$ cat src/rtl/chirp_pkg.sv
// Shared types for the chirp profile sequencer: FSM states, profile record, drive record.
package chirp_pkg;

    localparam int CTRL_W        = 32;
    localparam int RATE_W        = 16;
    localparam int DELAY_W       = 4;
    localparam int PROF_REPEAT_W = 8;

    typedef enum logic [2:0] {
        IDLE = 3'd0,
        LOAD = 3'd1,
        RUN  = 3'd2,
        NEXT = 3'd3,
        DONE = 3'd4
    } state_t;

    typedef struct packed {
        logic [CTRL_W-1:0]        start_ctrl;
        logic [CTRL_W-1:0]        end_ctrl;
        logic [RATE_W-1:0]        prp;
        logic [RATE_W-1:0]        inv;
        logic [DELAY_W-1:0]       dly;
        logic [PROF_REPEAT_W-1:0] rpt;
    } profile_t;

    // The subset of a profile that is presented to the Chirp instance.
    typedef struct packed {
        logic [CTRL_W-1:0]  start_ctrl;
        logic [CTRL_W-1:0]  end_ctrl;
        logic [RATE_W-1:0]  prp;
        logic [RATE_W-1:0]  inv;
        logic [DELAY_W-1:0] dly;
    } drive_t;

    function automatic drive_t to_drive(input profile_t p);
        drive_t d;
        d.start_ctrl = p.start_ctrl;
        d.end_ctrl   = p.end_ctrl;
        d.prp        = p.prp;
        d.inv        = p.inv;
        d.dly        = p.dly;
        return d;
    endfunction

    function automatic logic [PROF_REPEAT_W-1:0] eff_repeat(input logic [PROF_REPEAT_W-1:0] r);
        return (r == '0) ? PROF_REPEAT_W'(1) : r;
    endfunction

endpackage

$ cat src/rtl/chirp_profile_ram.sv
// Profile table: register file with one write port and one asynchronous read port.
// Cleared synchronously on reset; a same-cycle write is visible to reads only after the edge.
module chirp_profile_ram
    import chirp_pkg::*;
#(
    parameter int NUM_PROFILES = 4,
    parameter int ADDR_W       = 2
) (
    input  logic              clk,
    input  logic              rst,
    input  logic              we_i,
    input  logic [ADDR_W-1:0] wr_addr_i,
    input  profile_t          wr_dat_i,
    input  logic [ADDR_W-1:0] rd_addr_i,
    output profile_t          rd_dat_o
);

    profile_t mem_q [NUM_PROFILES];

    always_ff @(posedge clk) begin
        if (rst) begin
            for (int i = 0; i < NUM_PROFILES; i++) begin
                mem_q[i] <= '0;
            end
        end else if (we_i) begin
            mem_q[wr_addr_i] <= wr_dat_i;
        end
    end

    assign rd_dat_o = mem_q[rd_addr_i];

endmodule

$ cat src/rtl/chirp_scheduler.sv
// Plays a table of chirp profiles onto the Chirp inputs, counting sweeps on nco_reset rising edges.
// start -> outputs valid two edges later; stop aborts to IDLE on the next edge without a done pulse.
module chirp_scheduler
    import chirp_pkg::*;
#(
    parameter int NUM_PROFILES = 4,
    parameter int ADDR_W       = 2,
    parameter int REPEAT_W     = PROF_REPEAT_W
) (
    input  logic                clk,
    input  logic                rst,
    input  logic                cfg_we,
    input  logic [ADDR_W-1:0]   cfg_addr,
    input  logic [CTRL_W-1:0]   cfg_start,
    input  logic [CTRL_W-1:0]   cfg_end,
    input  logic [RATE_W-1:0]   cfg_prp,
    input  logic [RATE_W-1:0]   cfg_inv,
    input  logic [DELAY_W-1:0]  cfg_delay,
    input  logic [REPEAT_W-1:0] cfg_repeat,
    input  logic [ADDR_W-1:0]   last_idx,
    input  logic                loop_en,
    input  logic                start,
    input  logic                stop,
    input  logic                nco_reset_in,
    output logic                chirp_en,
    output logic [CTRL_W-1:0]   start_ctrl,
    output logic [CTRL_W-1:0]   end_ctrl,
    output logic [RATE_W-1:0]   prp_rate,
    output logic [RATE_W-1:0]   inv_rate,
    output logic [DELAY_W-1:0]  delay,
    output logic [ADDR_W-1:0]   profile_idx,
    output logic                busy,
    output logic                done
);

    state_t                   state_q;
    logic [ADDR_W-1:0]        idx_q;
    logic [ADDR_W-1:0]        profile_idx_q;
    logic [REPEAT_W-1:0]      sweep_cnt_q;
    logic                     nco_prev_q;
    logic                     chirp_en_q;
    logic                     done_q;
    profile_t                 prof_q;
    drive_t                   drv_q;
    profile_t                 wr_prof;
    profile_t                 rd_prof;
    logic                     sweep_edge;

    assign wr_prof = '{start_ctrl: cfg_start, end_ctrl: cfg_end, prp: cfg_prp,
                       inv: cfg_inv, dly: cfg_delay, rpt: cfg_repeat};

    chirp_profile_ram #(
        .NUM_PROFILES (NUM_PROFILES),
        .ADDR_W       (ADDR_W)
    ) u_ram (
        .clk       (clk),
        .rst       (rst),
        .we_i      (cfg_we),
        .wr_addr_i (cfg_addr),
        .wr_dat_i  (wr_prof),
        .rd_addr_i (idx_q),
        .rd_dat_o  (rd_prof)
    );

    assign sweep_edge = nco_reset_in && !nco_prev_q;

    always_ff @(posedge clk) begin
        if (rst) begin
            state_q       <= IDLE;
            idx_q         <= '0;
            profile_idx_q <= '0;
            sweep_cnt_q   <= '0;
            nco_prev_q    <= 1'b0;
            chirp_en_q    <= 1'b0;
            done_q        <= 1'b0;
            prof_q        <= '0;
            drv_q         <= '0;
        end else begin
            done_q <= 1'b0;
            if (stop && state_q != IDLE) begin
                state_q       <= IDLE;
                idx_q         <= '0;
                profile_idx_q <= '0;
                chirp_en_q    <= 1'b0;
                drv_q         <= '0;
            end else begin
                case (state_q)
                    IDLE: begin
                        if (start && !stop) begin
                            state_q <= LOAD;
                            idx_q   <= '0;
                        end
                    end
                    LOAD: begin
                        // Shadow copy: later table writes to this index wait for the next LOAD.
                        prof_q      <= rd_prof;
                        sweep_cnt_q <= '0;
                        nco_prev_q  <= 1'b1;
                        state_q     <= RUN;
                    end
                    RUN: begin
                        nco_prev_q    <= nco_reset_in;
                        drv_q         <= to_drive(prof_q);
                        profile_idx_q <= idx_q;
                        chirp_en_q    <= 1'b1;
                        if (sweep_edge) begin
                            if (REPEAT_W'(sweep_cnt_q + 1'b1) == eff_repeat(prof_q.rpt)) begin
                                state_q    <= NEXT;
                                chirp_en_q <= 1'b0;
                            end else begin
                                sweep_cnt_q <= REPEAT_W'(sweep_cnt_q + 1'b1);
                            end
                        end
                    end
                    NEXT: begin
                        if (idx_q == last_idx) begin
                            if (loop_en) begin
                                idx_q   <= '0;
                                state_q <= LOAD;
                            end else begin
                                state_q       <= DONE;
                                done_q        <= 1'b1;
                                drv_q         <= '0;
                                profile_idx_q <= '0;
                            end
                        end else begin
                            idx_q   <= idx_q + 1'b1;
                            state_q <= LOAD;
                        end
                    end
                    DONE: begin
                        state_q <= IDLE;
                        idx_q   <= '0;
                    end
                    default: state_q <= IDLE;
                endcase
            end
        end
    end

    assign chirp_en    = chirp_en_q;
    assign start_ctrl  = drv_q.start_ctrl;
    assign end_ctrl    = drv_q.end_ctrl;
    assign prp_rate    = drv_q.prp;
    assign inv_rate    = drv_q.inv;
    assign delay       = drv_q.dly;
    assign profile_idx = profile_idx_q;
    assign busy        = (state_q != IDLE);
    assign done        = done_q;

endmodule

$ cat config.mk
export PLATFORM = sky130hd
export DESIGN_NAME = chirp_scheduler
export DESIGN_NICKNAME = d
export VERILOG_FILES = /design/src/rtl/chirp_pkg.sv /design/src/rtl/chirp_profile_ram.sv /design/src/rtl/chirp_scheduler.sv
export SDC_FILE = /design/constraint.sdc
export NUM_CORES = 1
export LEC_CHECK = 0
export CAP_MARGIN = 20
export CORE_ASPECT_RATIO = 0.5
export CORE_MARGIN = 4
export CORE_UTILIZATION = 45
export DETAILED_ROUTE_END_ITERATION = 8
export GPL_TIMING_DRIVEN = 0
export PLACE_DENSITY_LB_ADDON = 0.2
export SLEW_MARGIN = 20
export SYNTH_ARGS = -nofsm -noshare
export SYNTH_HDL_FRONTEND = slang
export SYNTH_SLANG_ARGS = --single-unit
export TNS_END_PERCENT = 5
$ cat constraint.sdc
create_clock -name clk -period 3.9 [get_ports clk]
set_input_delay 0.78 -clock clk [delete_from_list [all_inputs] [get_ports clk]]
set_output_delay 0.78 -clock clk [all_outputs]
set_load 0.1 [all_outputs]
==> results of run 1 <==
repair_timing:
item	in CTS	in global routing
gates resized for setup	1	0
setup buffers	1	0
hold buffers	0	0
setup endpoints to repair	111	0
cell type report:
| type | count | area, µm² | share of cell area (%) |
|---|---|---|---|
| clock buffer | 83 | 1720 | 5.38 |
| inverter | 5 | 18.8 | 0.0588 |
| buffer | 151 | 594 | 1.86 |
| sequential | 658 | 17500 | 54.8 |
| antenna | 2 | 5.00 | 0.0157 |
| tap | 768 | 961 | 3.01 |
| timing repair buffer | 234 | 2490 | 7.79 |
| clock inverter | 21 | 173 | 0.541 |
| multi-input combinational | 1191 | 8490 | 26.6 |
cells in the mapped netlist, types with 4 or more instances:
cell type | number | area (µm²)
buf_2 | 14 | 70.1
nor2b_1 | 7 | 43.8
a31oi_1 | 4 | 25.0
mux4_2 | 108 | 2430
or2_2 | 4 | 25.0
nand2b_1 | 6 | 37.5
and2_1 | 433 | 2710
clkbuf_1 | 132 | 495
nor3b_1 | 5 | 37.5
edfxtp_1 | 432 | 13000
nor2_1 | 111 | 417
o211ai_1 | 4 | 30.0
xnor2_1 | 6 | 52.6
inv_1 | 5 | 18.8
nor3_1 | 7 | 35.0
buf_1 | 4 | 15.0
nand3_1 | 7 | 35.0
xor2_1 | 5 | 43.8
nand2_1 | 223 | 837
a21oi_1 | 115 | 576
a22oi_1 | 102 | 766
dfxtp_1 | 226 | 4520
state kept, by name, indices dropped and copies added, names as in the netlist:
signal / cells
start_ctrl: 32
state_q: 3
idx_q: 2
prp_rate: 16
profile_idx: 2
chirp_en: 1
sweep_cnt_q: 8
nco_prev_q: 1
end_ctrl: 32
inv_rate: 16
done: 1
prof_q: 108
delay: 4
u_ram.mem_q: 432
where the power goes:
group	internal (mW)	switching, mW
clock	3.24	2.50
combinational	0.404	0.653
sequential	7.83	0.114
total	11.5	3.26
critical path, cell delays in order:
cell and delay [ns]:
clkdlybuf4s50_1 0.57, nor2b_1 0.27, nor3b_4 0.91, clkbuf_1 0.51
or2_4 0.47, buf_12 0.25, buf_16 0.26
per-stage QoR:
step           setup WS, ns  cell area, µm²  TNS (ns)  util, %
2_1_floorplan         0.102           26600         0        -
3_3_place_gp          -3.19           29700   -854.39     51.4
3_5_place_dp          -1.26           30000   -163.91     51.9
4_1_cts               0.124           31900         0     55.2
5_1_grt              0.0150           31900         0     55.2
6_report              0.101           31900         0     55.2
routing by layer:
| metal | global-route usage [%] | vias up |
|---|---|---|
| li1 | - | 7773 |
| met5 | 0 | - |
| met1 | 27.5 | 8194 |
| met4 | 5.21 | 12 |
| met3 | 3.55 | 114 |
| met2 | 35.5 | 424 |
kinds of logic after synthesis:
group	after synthesis
buffers and inverters	156
AOI/OAI and AO/OA	248
and+or+nand+nor	822
adders and majority gates	1
DFF	658
muxes	109
xor gates and xnor gates	11
worst paths after layout:
kind	start	depth (start not counted)	slack (ns)	to
worst min register to register	prof_q[68]	2	0.46	prof_q[68]
worst min-delay path	prof_q[68]	2	0.46	prof_q[68]
worst max-delay path	cfg_we	7	0.10	u_ram.mem_q[0][47]
worst max register to register	idx_q[0]	8	0.64	start_ctrl[12]
==> impl_results.md, run 1 <==
* Met1 wire length at 27800 µm
* Slew Viols, Final at 0
* Die W at 352 µm
* Compound-Gate Fraction of Synth Area at 5.91%
* Cts bufs inserted at 56
* RSZ-0062 raised after global routing: false
* # rows at 62
* Worst-path clk slew at 0.07 ns
* 1st-pass router iterations at 5
* Vias at 16500
* Ys flop type: edfxtp_1
* Die area at 0.0632 mm²
* Lkg Pwr at 10.8 nW
* Post-Synth Simple-Gate Area at 16.3%
* Max-cap violations at 0
* I/O Pins at 224
* Share of cells above drive strength 1 at 10.2%
* FFs w/ async S/R, synth at 0%
* WL per Instance at 21.2 µm
* Tot Pwr at 14.7 mW
* Largest family of logic cells by synthesized area: simple AND/OR/NAND/NOR gates
* Mean post-synth cell area at 13.2 µm²
* Register area share after synthesis at 65.9%
* Nets at 2417
* Post-Synth Adder-Cell Area at 0.0471%
* Met2 routed WL at 32800 µm
* First-pass GRT wire length at 99800 µm
* Peak Freq at 263 MHz
* VDD IR max at 0.288 mV
* Status: finished clean
* ANT nets after route at 0
* Chip Height at 180 µm
* Total GRT Usage at 20.7%
* Worst path arrival time at 4.07 ns
* Setup CP Type: primary input to flop
* Hold WS at 0.455 ns
* GP Congestion at 0.805
* CP startpoint kind: primary input
* DR iter-0 viols at 1380
* Dpl hpwl at 43300 µm
* Clock latency on the worst-skew pair at 0.59 ns
* Avg Vias per Cell at 5.31
* Commonest non-fill, non-tap cell in the layout: and2_1
* Vias in the first global route at 16700
* Worst Hold Class: flop to flop
* Crit. End Element: flop
* Final Hold Vio Count at 0
* Fin crit period at 3.80 ns
* Post-synthesis xor/xnor area fraction at 0.363%
* Post-synth EDFFs at 432
* Number of distinct library cells after synthesis at 51
* IO buf count at 222
* Root Driver: clkbuf_16
* # setup viols final at 0
* CTS tree: done
* Register bit total from synthesis at 658
* WP data required at 4.17 ns
* CTS max path bufs at 3
* Most frequent cells in the layout: and2_1 (433), edfxtp_1 (432), dfxtp_1 (226)
* Fill cells at 4876
* Ys Warns at 0
* Worst Path Max Fanout at 37
* Post-Layout Cell Count at 3113
* Number of H-tree levels at 2
* Core area at 0.0579 mm²
* Gr ovfl total at 0
* WL final at 65800 µm
* Rel. slew slack at 25.3%
* Clock Sinks at 658
* Top sig layer: met5
* Area Overhead vs Synth at 20.3%
* Cell count after synthesis at 2005
* Dpl cells at 3006
* Met3 WL at 3420 µm
* Initial Utilization at 45.9%
* Pin count of the biggest net entering global routing at 41
* Worst Max-Slew Pin Slew at 1.12 ns
* Antenna violations before repair at 7
* Clock skew at 0.00843 ns
* Tcrit/Tclk final at 97.4%
* Net count after synthesis at 2125
* Synth Cell Area at 0.0266 mm²
* Detailed-route DRC error count at 0
* P per Cell Area at 461 mW/mm²
* Mux cell area share after synthesis at 9.20%
Power figures use the tool's default switching activity.
==> run 2, diff against run 1 <==
ABC_AREA = 1   (was default)
==> impl_results.md, run 2 <==
* Status: finished clean
* GP Congestion at 0.853
* VDD IR max at 0.360 mV
* I/O Pins at 224
* Post-synth top cells: nor2_1 (782), edfxtp_1 (432), o21ai_0 (328), nand2_1 (274), dfxtp_1 (226)
* Cts bufs inserted at 58
* Worst Path Max Fanout at 74
* # setup viols final at 0
* WL final at 76100 µm
* Root Driver: clkbuf_16
* First-pass GRT wire length at 116000 µm
* WP buf/inv at 6
* Most used cell, CP: nor2_1
* Antenna cells at 0
* Nets at 3189
* Gr ovfl total at 0
* Die W at 352 µm
* Number of hold-repair buffers added at the cts stage at 0
* Antenna violations before repair at 2
* Dpl hpwl at 51100 µm
* Area Overhead vs Synth at 20.9%
* Avg Vias per Cell at 5.39
* CTS tree: done
* Count leader, synth: nor2_1
* FFs w/ async S/R, synth at 0%
* Ys flop type: edfxtp_1
* Critical path, cell by cell: clkdlybuf4s50_1, clkinvlp_4, nor2_1, inv_2, nor2_1, nand2_2, buf_2, clkbuf_2, nand2_8, buf_16
* Fin crit period at 3.76 ns
* Worst path arrival time at 4.00 ns
* WL per Instance at 19.6 µm
* Largest Register: u_ram.mem_q
* GR Util met2 at 39.4%
* Crit. End Element: flop
* Most frequent cells in the layout: nor2_1 (782), edfxtp_1 (432), o21ai_0 (327)
* Setup CP Type: primary input to flop
* CP top delay family: buffers and inverters
* Share of cells above drive strength 1 at 5.45%
* Clock latency on the worst-skew pair at 0.61 ns
* DR iter-0 viols at 2086
* Number of H-tree levels at 2
* Cell count after synthesis at 2768
* Met1 Use GR at 32.1%
* Chip Height at 180 µm
* Register bit total from synthesis at 658
* Worst-path clk slew at 0.06 ns
* Initial Utilization at 45.9%
* Dpl ws at -0.882 ns
* ANT nets after route at 0
* WP data required at 4.13 ns
* Max reg flops at 432
* Commonest non-fill, non-tap cell in the layout: nor2_1
* Synth Cell Area at 0.0266 mm²
* Setup TNS at 0 ns
* Top flop regs: u_ram.mem_q x432, prof_q x108
* IO buf count at 223
* Tcrit/Tclk final at 96.4%
* Synth area leaders: edfxtp_1 (49%), dfxtp_1 (17%), nor2_1 (11%)
* Final worst slack at 0.138 ns
* Worst Hold Class: flop to flop
* Register area share after synthesis at 65.8%
* Synth top area share at 48.8%
* Final Hold Vio Count at 0
* 1st-pass router iterations at 6
* Detailed-route DRC error count at 0
* Core area at 0.0579 mm²
* Vias at 20900
* Max-cap violations at 0
* P per Cell Area at 553 mW/mm²
* Net count after synthesis at 2888
* Post-CTS Setup Bufs at 0
* Slowest cell on crit path: clkdlybuf4s50_1
* Vias in the first global route at 20200
* Gr busiest metal: met2
* Worst Max-Slew Pin Slew at 1.20 ns
* RSZ-0062 raised after global routing: false
* Cell taking the most area after synthesis: edfxtp_1
* Number of distinct library cells after synthesis at 30
* CP startpoint kind: primary input
* Rel. slew slack at 19.9%
* Pin count of the biggest net entering global routing at 75
* Ys Warns at 0
* GR Layer Usage met3 at 3.01%
* # rows at 62
* CTS max path bufs at 3
* Clock Sinks at 658
* Hold WS at 0.458 ns
* Total GRT Usage at 23.6%
* Slowest stage delay, CP at 0.59 ns
* Post-synth EDFFs at 432
* Slew Viols, Final at 0
* Die area at 0.0633 mm²
* Peak Freq at 266 MHz
* Clock skew at 0.0167 ns
* Lkg Pwr at 11.7 nW
* Mean post-synth cell area at 9.61 µm²
==> run 2: where the power goes <==
part | switching [mW] | internal, mW | leakage, nW
registers | 0.258 | 8.03 | 6.05
clock network | 2.59 | 3.34 | 0.939
logic | 2.56 | 0.985 | 4.73
==> run 2: repair_timing <==
| action | CTS | global route |
|---|---|---|
| gates resized for setup | 3 | 1 |
| setup endpoints to repair | 185 | 150 |
| cloned | 0 | 0 |
==> run 2: path summary, 6_finish.rpt <==
check / slack (ns) / start / depth (start not counted) / to
hold / removal: 0.46 / start_ctrl[7] / 2 / start_ctrl[7]
hold reg to reg: 0.46 / start_ctrl[7] / 2 / start_ctrl[7]
setup reg to reg: 0.94 / idx_q[1] / 6 / prof_q[77]
setup / recovery: 0.14 / cfg_we / 10 / u_ram.mem_q[1][72]
==> run 2: cell type report <==
cell class	instances	area, µm²
fillers	5083	25800
multi-input cells	1762	7770
well taps	768	961
plain buffers	197	812
clock inverters	28	319
inverters	150	569
flip-flops and latches	658	17500
repair buffers	242	2600
clock buffers	81	1610
==> run 2: cells by family after synthesis <==
family          share of synthesized area (%)
fa+ha+maj                              0.0470
compound gates                           10.8
xor+xnor                               0.0988
buf+inv                                  5.18
simple gates                             18.1
flops                                    65.8
==> run 2: stage by stage <==
step	instances	instance area, µm²	util, %	total power, mW
4_1_cts	3887	32100	55.5	17.7
5_1_grt	3886	32100	55.5	18.5
6_report	3886	32100	55.5	17.8
3_3_place_gp	3759	29800	51.4	11.8
3_5_place_dp	3778	30200	52.1	11.9
2_1_floorplan	2768	26600	-	10.6
==> run 2: layer usage <==
| layer | vias up | routed length [µm] | part of all wire [%] |
|---|---|---|---|
| li1 | 9939 | - | - |
| met1 | 10100 | 32600 | 43 |
| met2 | 760 | 36500 | 48 |
| met3 | 138 | 4790 | 6.3 |
| met4 | 0 | 2220 | 2.9 |
| met5 | - | 0 | 0 |
==> run 2: worst reg2reg max path: stages (launching register included) <==
cell	delay, ns
dfxtp_1	0.36
clkbuf_1	0.90
buf_2	0.43
buf_1	0.77
nor2_1	0.12
o21ai_0	0.14
a31oi_1	0.12
==> run 3, diff against run 2 <==
CORE_MARGIN = 2   (was 4)
SLEW_MARGIN = 5   (was 20)
==> impl_results.md, run 3 (synthesis results as in run 2) <==
* Worst path arrival time at 4.17 ns
* Switching Share at 30.8%
* Most used cell, CP: nor2_1
* Dpl cells at 3775
* Total GRT Usage at 24.3%
* GR Util met2 at 41.0%
* CP top delay family: buffers and inverters
* Worst Hold Class: flop to flop
* Gr ovfl total at 0
* WP data required at 4.23 ns
* GR Layer Usage met3 at 4.12%
* Clock skew at 0.0123 ns
* RSZ-0062 raised after global routing: false
* Register share of total power at 47.3%
* Share of cells above drive strength 1 at 5.52%
* Vias in the first global route at 20000
* CTS max path bufs at 3
* Vias at 20800
* NetSw at 5.39 mW
* Power share of the clock group at 32.6%
* Rel. slew slack at 27.5%
* Antenna cells at 0
* Pin count of the biggest net entering global routing at 99
* Avg Vias per Cell at 5.34
* Top flop regs: u_ram.mem_q x432, prof_q x108
* Detailed-route DRC error count at 0
* I/O Pins at 224
* Dpl hpwl at 50200 µm
* Tcrit/Tclk final at 98.3%
* Core area at 0.0579 mm²
* Area Overhead vs Synth at 20.6%
* Setup CP Type: primary input to flop
* Nets at 3186
* # rows at 62
* Commonest non-fill, non-tap cell in the layout: nor2_1
* Gate power share at 20.1%
* Slowest cell on crit path: clkdlybuf4s50_1
* Clock Sinks at 658
* DR iter-0 viols at 2236
* Slowest stage delay, CP at 0.67 ns
* Fill cells at 5190
* Status: finished clean
* WP buf/inv at 5
* R2R setup slack at 1.33 ns
* First-pass GRT wire length at 114000 µm
* Antenna violations before repair at 3
* VDD IR max at 0.362 mV
* Peak Freq at 261 MHz
* GP Congestion at 0.868
* Number of hold-repair buffers added at the cts stage at 0
* Fin crit period at 3.84 ns
* ANT nets after route at 0
* CTS tree: done
* Met1 Use GR at 32.6%
* Clock latency on the worst-skew pair at 0.61 ns
* Critical path, cell by cell: clkdlybuf4s50_1, nor2_1, inv_2, nor2_1, nand2_2, buf_2, nand2_4, buf_12, buf_16
* Root Driver: clkbuf_16
* Worst Path Max Fanout at 43
* WL final at 75300 µm
* Largest Register: u_ram.mem_q
* WL per Instance at 19.4 µm
* Post-Layout Cell Count at 3883
* Initial Utilization at 46.0%
* Tot Pwr at 17.5 mW
* IO buf count at 223
* Crit. End Element: flop
* Max-cap violations at 0
* Cts bufs inserted at 58
* Number of H-tree levels at 2
* Die area at 0.0612 mm²
* 1st-pass router iterations at 5
* Gr busiest metal: met2
* Max reg flops at 432
* Die W at 348 µm
* # setup viols final at 0
* Int Power at 12.1 mW
* Lkg Pwr at 11.7 nW
* Worst-path clk slew at 0.06 ns
* Chip Height at 176 µm
* CP startpoint kind: primary input
* Worst Max-Slew Pin Slew at 1.09 ns
* Slew Viols, Final at 0
* Most frequent cells in the layout: nor2_1 (782), edfxtp_1 (432), o21ai_0 (327)
* P per Cell Area at 547 mW/mm²
* Final Hold Vio Count at 0
run 3: routing by layer:
metal	routed length, µm	share of wire, %	vias to the layer above
li1	-	-	9924
met1	32000	42	9992
met2	36000	48	715
met3	5450	7.2	122
met4	1860	2.5	0
met5	0	0	-
run 3: repair_timing:
item / 4_1_cts / 5_1_grt
gates resized for setup: 2 / 5
setup buffers: 0 / 0
setup endpoints to repair: 233 / 16
run 3: final cells by class:
type	count	area, µm²	area share, %
well taps	768	961	3.00
multi-input cells	1762	7770	24.2
inverters	150	573	1.79
clock buffers	86	1690	5.27
repair buffers	240	2600	8.12
clock inverters	23	165	0.515
flip-flops and latches	658	17500	54.6
plain buffers	196	808	2.52
run 3: power by group through the flow:
| stage | logic, mW | registers (mW) | clock network (mW) |
|---|---|---|---|
| floorplan | 2.09 | 8.54 | 0 |
| global placement | 3.39 | 8.45 | 0 |
| detailed placement | 3.49 | 8.43 | 0 |
| CTS | 3.51 | 8.28 | 5.76 |
| global route | 3.89 | 8.34 | 6.04 |
| finish | 3.53 | 8.28 | 5.72 |
run 3: final timing paths:
check                    from                  to  cells after the start
hold reg to reg   prp_rate[2]         prp_rate[2]                      2
setup reg to reg     idx_q[1]          prof_q[81]                      7
hold / removal    prp_rate[2]         prp_rate[2]                      2
setup / recovery          rst  u_ram.mem_q[0][51]                      9
run 3: worst min-delay path, delay by kind of cell (launching register included):
kind             cells  cell delay [ns]
flip-flops           1             0.31
AND/OR/NAND/NOR      1             0.06
AO/OA/AOI/OAI        1             0.05
run 3: per-stage QoR:
step                      hold WS [ns]  setup TNS (ns)  setup WS [ns]  cell area, µm²  util, %
after global routing             0.477               0        0.00522           32100     55.4
after CTS                        0.463               0         0.0562           32100     55.4
after floorplan                  0.441         -148.72         -0.653           26600        -
final                            0.460               0         0.0645           32100     55.4
after detailed placement         0.453         -257.37          -1.16           30200     52.2
after global placement           0.448        -1397.87          -4.46           29800     51.5
